$ cat src/rtl/spi_slave.sv
// spi_slave: mode-0 SPI responder. Frames of DATA_W bits, MSB first, with a
// buffered TX byte, a buffered RX byte and a sticky overrun flag. The SPI pins
// are synchronised into the clock_in domain. clock_in must run at least 4x sclk.
module spi_slave #(
    parameter int   DATA_W    = 8,
    parameter logic SEL_LEVEL = 1'b1,
    parameter logic IDLE_MISO = 1'b0
) (
    input  logic              clock_in,
    input  logic              reset,
    input  logic              sclk,
    input  logic              mosi,
    input  logic              ssn,
    output logic              miso,
    input  logic [DATA_W-1:0] datain,
    input  logic              load,
    output logic [DATA_W-1:0] dataout,
    input  logic              unload,
    output logic              rx_full,
    output logic              tx_ready,
    output logic              overrun,
    output logic              busy
);

    localparam int               CNT_W    = (DATA_W > 1) ? $clog2(DATA_W) : 1;
    localparam logic [CNT_W-1:0] CNT_LAST = CNT_W'(DATA_W - 1);

    typedef enum logic {
        ST_IDLE,
        ST_SHIFT
    } state_t;

    state_t state, state_nx;

    // Synchroniser stages (_p0, _p1) and the sclk edge-detect stage (_p2).
    logic sclk_p0, sclk_p1, sclk_p2;
    logic mosi_p0, mosi_p1;
    logic ssn_p0, ssn_p1;

    logic sclk_rise, sclk_fall, sel_s;

    // Shift datapath and TX buffer.
    logic [DATA_W-1:0] rxsh, txsh, tx_buf, tx_fill;
    logic [CNT_W-1:0]  cnt;
    logic              reload_pend;

    // FSM strobes.
    logic start, rx_step, tx_step, tx_reload, complete, tx_take;

    // Pin synchronisers plus the edge-detect flop on sclk.
    always_ff @(posedge clock_in or posedge reset) begin
        if (reset) begin
            sclk_p0 <= 1'b0;
            sclk_p1 <= 1'b0;
            sclk_p2 <= 1'b0;
            mosi_p0 <= 1'b0;
            mosi_p1 <= 1'b0;
            ssn_p0  <= 1'b0;
            ssn_p1  <= 1'b0;
        end else begin
            sclk_p0 <= sclk;
            sclk_p1 <= sclk_p0;
            sclk_p2 <= sclk_p1;
            mosi_p0 <= mosi;
            mosi_p1 <= mosi_p0;
            ssn_p0  <= ssn;
            ssn_p1  <= ssn_p0;
        end
    end

    assign sclk_rise = sclk_p1 & ~sclk_p2;
    assign sclk_fall = ~sclk_p1 & sclk_p2;
    assign sel_s     = (ssn_p1 == SEL_LEVEL);

    // State register.
    always_ff @(posedge clock_in or posedge reset) begin
        if (reset) begin
            state <= ST_IDLE;
        end else begin
            state <= state_nx;
        end
    end

    // Next state and per-cycle shift strobes; sclk edges only count while selected.
    always_comb begin
        state_nx  = state;
        start     = 1'b0;
        rx_step   = 1'b0;
        tx_step   = 1'b0;
        tx_reload = 1'b0;
        case (state)
            ST_IDLE: begin
                if (sel_s) begin
                    state_nx = ST_SHIFT;
                    start    = 1'b1;
                end
            end
            ST_SHIFT: begin
                if (!sel_s) begin
                    state_nx = ST_IDLE;
                end else begin
                    rx_step = sclk_rise;
                    if (sclk_fall) begin
                        tx_reload = reload_pend;
                        tx_step   = ~reload_pend;
                    end
                end
            end
            default: state_nx = ST_IDLE;
        endcase
    end

    assign complete = rx_step && (cnt == CNT_LAST);
    assign tx_take  = start | tx_reload;
    // An empty buffer sends zeros rather than repeating stale data.
    assign tx_fill  = tx_ready ? '0 : tx_buf;

    // Shift registers and bit counter; the fall after a completed byte
    // reloads txsh so back-to-back frames run without a deselect.
    always_ff @(posedge clock_in or posedge reset) begin
        if (reset) begin
            rxsh        <= '0;
            txsh        <= '0;
            cnt         <= '0;
            reload_pend <= 1'b0;
        end else if (start) begin
            txsh        <= tx_fill;
            cnt         <= '0;
            reload_pend <= 1'b0;
        end else begin
            if (rx_step) begin
                rxsh <= {rxsh[DATA_W-2:0], mosi_p1};
                cnt  <= complete ? '0 : cnt + 1'b1;
                if (complete) begin
                    reload_pend <= 1'b1;
                end
            end
            if (tx_reload) begin
                txsh        <= tx_fill;
                reload_pend <= 1'b0;
            end else if (tx_step) begin
                txsh <= txsh << 1;
            end
        end
    end

    // TX buffer: a host load always wins over a same-cycle consume.
    always_ff @(posedge clock_in or posedge reset) begin
        if (reset) begin
            tx_buf   <= '0;
            tx_ready <= 1'b1;
        end else if (load) begin
            tx_buf   <= datain;
            tx_ready <= 1'b0;
        end else if (tx_take) begin
            tx_ready <= 1'b1;
        end
    end

    // RX buffer: completion beats a same-cycle unload and then leaves overrun alone.
    always_ff @(posedge clock_in or posedge reset) begin
        if (reset) begin
            dataout <= '0;
            rx_full <= 1'b0;
            overrun <= 1'b0;
        end else if (complete) begin
            dataout <= {rxsh[DATA_W-2:0], mosi_p1};
            rx_full <= 1'b1;
            if (!unload) begin
                overrun <= overrun | rx_full;
            end
        end else if (unload && rx_full) begin
            rx_full <= 1'b0;
            overrun <= 1'b0;
        end
    end

    assign miso = (state == ST_SHIFT) ? txsh[DATA_W-1] : IDLE_MISO;
    assign busy = (state == ST_SHIFT);

endmodule

$ cat config.mk
export PLATFORM = sky130hd
export DESIGN_NAME = spi_slave
export DESIGN_NICKNAME = d
export VERILOG_FILES = /design/src/rtl/spi_slave.sv
export SDC_FILE = /design/constraint.sdc
export NUM_CORES = 1
export LEC_CHECK = 0
export CAP_MARGIN = 20
export CORE_MARGIN = 8
export CORE_UTILIZATION = 35
export CTS_CLUSTER_SIZE = 40
export DETAILED_ROUTE_END_ITERATION = 12
export PLACE_DENSITY_LB_ADDON = 0.08
export SETUP_SLACK_MARGIN = 0.1
export SLEW_MARGIN = 30
export SYNTH_ARGS = -nofsm -noshare
export SYNTH_HDL_FRONTEND = slang
export SYNTH_SLANG_ARGS = --single-unit
$ cat constraint.sdc
create_clock -name clock_in -period 2 [get_ports clock_in]
set_input_delay 0.4 -clock clock_in [delete_from_list [all_inputs] [get_ports clock_in]]
set_output_delay 0.4 -clock clock_in [all_outputs]
set_load 0.005 [all_outputs]
* Yosys cells after proc, flatten, opt, wreduce, memory -nomap -nowiden
Index checks and enable logic that the tools add are counted.
** Storage, ports and cells
- Input bits :: 15
- Flip-flop bits (word level) :: 46
- Output and inout port bits :: 13
- Logic and storage cells :: 67
** Operators by class
- Add/subtract/negate cells :: 1
- Eq/ne operators :: 2
- Multiplexer cells :: 28
- Bitwise logic cells :: 8
- Reductions and logical operators :: 11
** Operators with widths (count)
- $mux 8 :: 4
- $mux 1 :: 21
- $mux 3 :: 3
- $reduce_bool 3->1 :: 3
- $reduce_and 2->1 :: 3
- $reduce_bool 2->1 :: 3
- $not 1->1 :: 4
- $add 3x1->3 const B :: 1
- $eq 3x3->1 const B :: 1
- $and 1x1->1 :: 2
- $logic_and 1x1->1 :: 2
- $ne 2x2->1 const B :: 1
- $or 1x1->1 :: 2

* Depth between registers and ports, before layout
- Depth in word-level cells :: 9
- Mapped depth :: 7
- Depth with buffers taken out :: 6

* Least setup slack after synthesis
Ideal clock, no wire load.
- Kind :: register to register
- Start :: register cnt[0]
- End :: register overrun
- Setup slack :: 0.684 ns
- Period minus slack after synthesis :: 1.316 ns
- Buffers on the path :: 1
- Setup time :: 0.124 ns
- Data required time :: 1.876 ns
- Cell stages (with the launch flop) :: 8
- Arrival :: 1.193 ns
- Cells stage by stage :: dfrtp_1 ha_1 ha_1 inv_1 nor2_1 buf_4 a21oi_1 a21oi_1
** Between the ends
- Cells in the longest elaborated chain, start to end :: 4
- Elaborated cells between the ends (all ways) :: 6
- Those cells by class :: eq/ne (2); mux (1); reduce/logical (3)
** RTL lines
- from (decl) :: RTL line 44 : logic [CNT_W-1:0] cnt;
- from (signal assigned) :: RTL line 133 : cnt <= complete ? '0 : cnt + 1'b1;
- $eq 3x3->1 * :: RTL line 113 : assign complete = rx_step && (cnt == CNT_LAST);
- $logic_and 1x1->1 * :: RTL line 113
- $ne 2x2->1 (no line) / $reduce_bool 2->1 (equally long branches)
- $reduce_and 2->1 (no line)
- to (signal assigned) :: RTL line 170 : overrun <= overrun | rx_full;
- to (decl) :: RTL line 21 : output logic overrun,
Mark *: on every way between the ends. The rest lies on a longest branch, timed or not.
A chain may end at the register's enable or synchronous reset.

* Worst setup path in the final report
- Start :: register state, in the netlist busy
- End :: output miso
** Between the ends
- Cells in the longest elaborated chain, start to end :: 1
** RTL lines
- from (decl) :: RTL line 33 : state_t state, state_nx;
- from (signal assigned) :: RTL line 80 : state <= state_nx;
- $mux 1 :: RTL line 178 : assign miso = (state == ST_SHIFT) ? txsh[DATA_W-1] : IDLE_MISO;
- to (decl) :: RTL line 14 : output logic miso,
No other way between the ends.

==> impl_metrics.csv <==
group,metric,value,unit
run_status,outcome,"complete, no violations",
synth,synth.avg_cell_area,12.0,um2
min_path,min_from,"mosi_p0$_DFF_PP0_",
global_route,track_usage,0.103,
timing,rsz0062_at_grt,"false",
global_route,use_met1,0.120,
clock_network,cts_max_path_buffers,2,
layout,drive_above_1_share,0.155,
timing,setup_viol,0,
critical_path,worstSetupPathType,"reg2out",
timing,fmax,563,MHz
timing,finalMaxSlewViolations,0,
global_route,grtUsageMet3,0.0358,
synth,yosys.cell_types.count,29,
critical_path,cpPeakStageDelay,0.50,ns
critical_path,cp.arrival,1.38,ns
place,place_area,2150,um2
layout,nets,197,
global_route,grt_max_degree,20,
place,io_buffer_count,27,
clock_network,cts_tree,"yes",
global_route,busiest_layer,"met2",
floorplan,rows,26,
synth,synth_edf_count,0,
critical_path,cp-startpoint,"busy$_DFF_PP0_",
layout,antenna_cells,0,
critical_path,r2r_setup_slack,0.47,ns
clock_network,cts_inserted_buffers,5,
global_route,grt_pass1_wl,6050,um
synth,synth-main-ff-cell,"dfrtp_1",
global_route,antenna_found_initial,0,
job,drv_cap,0,
detailed_routing,dr_total_vias,1192,
place,post-place-cells,243,
timing,tns,0,ns
timing,min_period,1.78,ns
synth,synthArstFlopShare,1.00,
layout,finalNonFillerCells,251,
critical_path,worstPathCellList,"and2_1 > clkdlybuf4s50_1",
power,p_leak,1.03,nW
min_path,hold_class,"reg2reg",
timing,relSlewSlack,0.581,
global_route,grt_pass1_vias,1270,
floorplan,die-area,7610,um2
critical_path,cp-end-kind,"output pin",
synth,yosysWarningCount,0,
place,place_hpwl,2460,um
power,power_density,922,nW/um2
clock_network,cts.sinks,46,
clock_network,cts_resized,0,
timing,max_slew.worst_pin.slew,0.625,ns
layout,area_growth,28.9,%
floorplan,io_pins,28,
detailed_routing,ant_nets,0,
clock_network,hold_buffers,0,
place,gp_congestion,0.712,
floorplan,die_height,87.3,um
critical_path,cp.depth,2,
power,ir_worst_vdd,0.362,mV
global_route,grt-ovfl-total,0,
detailed_routing,drt-initial-drc-count,28,
timing,fin_crit_sh,0.888,
critical_path,critPathSlowestCell,"clkdlybuf4s50_1",
timing,skew,0.00481,ns
clock_network,clockRootBuffer,"clkbuf_8",
detailed_routing,drc,0,
detailed_routing,wl_per_cell,13.4,um
critical_path,crit_path_start_kind,"flip-flop",
critical_path,crit_path_end,"miso",
critical_path,worstPathRequired,1.60,ns
clock_network,post-cts-setup-buffers,0,
layout,postLayoutCellArea,2290,um2
synth,netlist_area,1780,um2
clock_network,worstSkewPairLatency,0.29,ns
timing,hold_viol,0,
floorplan,die_w,87.3,um
critical_path,path_buf_inv,1,
synth,synthCells,148,
synth,syn_nets,165,
detailed_routing,via_per_inst,4.75,
critical_path,reg2reg_from,"cnt[0]$_DFFE_PP0P_",
power,total_power,0.00211,W
clock_network,h-tree-depth,2,
synth,yosysSeqAreaShare,0.649,
critical_path,rr_endpoint,"reload_pend$_DFFE_PP0P_",
layout,nFillCells,500,
clock_network,clk_pin_slew_worst_paths,0.08,ns
layout,post-route-util,0.457,
critical_path,crit_family,"buffers and inverters",
critical_path,reg2reg_depth,6,
detailed_routing,drt_wl_total,3360,um
floorplan,start_util,0.355,
synth,synth-seq-cells,46,
global_route,met2_usage,0.167,
detailed_routing,drt_first_pass_iters,4,
floorplan,core,5010,um2
critical_path,crit_path_max_fanout,7,
## layer usage
| metal | up-vias | wire (um) |
|---|---|---|
| met5 | - | 0 |
| met4 | 0 | 62 |
| met3 | 6 | 200 |
| met2 | 31 | 1620 |
| met1 | 589 | 1480 |
| li1 | 566 | - |
## logic make-up after synthesis
family / synth area share
AND/OR/NAND/NOR: 0.118
AO/OA/AOI/OAI: 0.0979
multiplexers: 0.0887
flip-flops: 0.649
adder cells (fa/ha/maj): 0.0141
buffers and inverters: 0.0324
## stage by stage
| stage | setup WS, ns | hold WS, ns |
|---|---|---|
| 3_3_place_gp | 0.375 | 0.338 |
| 6_report | 0.224 | 0.352 |
| 5_1_grt | 0.161 | 0.363 |
| 3_5_place_dp | 0.359 | 0.335 |
| 2_1_floorplan | 0.514 | 0.331 |
| 4_1_cts | 0.133 | 0.355 |
## cell type report
cell class              count  area (um2)  share of cell area
well taps                  70        87.6              0.0383
flip-flops and latches     46        1150               0.504
clock inverters             2        60.1              0.0262
repair buffers             31         313               0.137
inverters                   7        26.3              0.0115
multi-input cells          89         567               0.248
clock buffers               6        82.6              0.0361
## worst min path at each step
stage | end | slack [ns] | cells past startpoint
final | mosi_p1$_DFF_PP0_ | 0.35 | 0
after global routing | sel_s$_DFF_PP0_ | 0.36 | 0
after CTS | mosi_p1$_DFF_PP0_ | 0.35 | 0
after detailed placement | mosi_p1$_DFF_PP0_ | 0.33 | 0
after global placement | mosi_p1$_DFF_PP0_ | 0.34 | 0
after floorplan | mosi_p1$_DFF_PP0_ | 0.33 | 0
## flip-flops by register name (all words and copies together) (netlist names), 3 cells and up
register	flops
dataout	8
cnt	3
tx_buf	8
txsh	8
rxsh	7
## power by group
part | switching (W) | internal (W)
clock network | 0.000300 | 0.000533
logic | 0.0000839 | 0.000110
registers | 0.0000587 | 0.00102
total | 0.000443 | 0.00167
## synth_stat cells, types with 2 or more instances
cell type	n	area share
a21oi_1	9	0.025
a32oi_1	6	0.030
buf_2	4	0.011
dfrtp_1	45	0.63
ha_1	2	0.014
inv_1	7	0.015
mux2_1	4	0.025
mux2_2	10	0.063
nand2_1	28	0.059
nand2b_1	2	0.0070
nand3_1	3	0.0084
nor2_1	8	0.017
o21ai_0	4	0.011
## cell usage in the layout (no fill, tap or decap), types with 2 or more instances in the layout
master	count
clkbuf_8	6
ha_1	2
nand2_1	28
nand3_1	3
bufinv_16	2
buf_4	3
a21oi_1	9
mux2_1	4
o21ai_0	4
nand2b_1	2
clkdlybuf4s50_1	27
dfrtp_1	44
mux2_2	10
nor2_1	8
a32oi_1	6
inv_1	6
No activity file was read; power rests on OpenSTA's default activity.
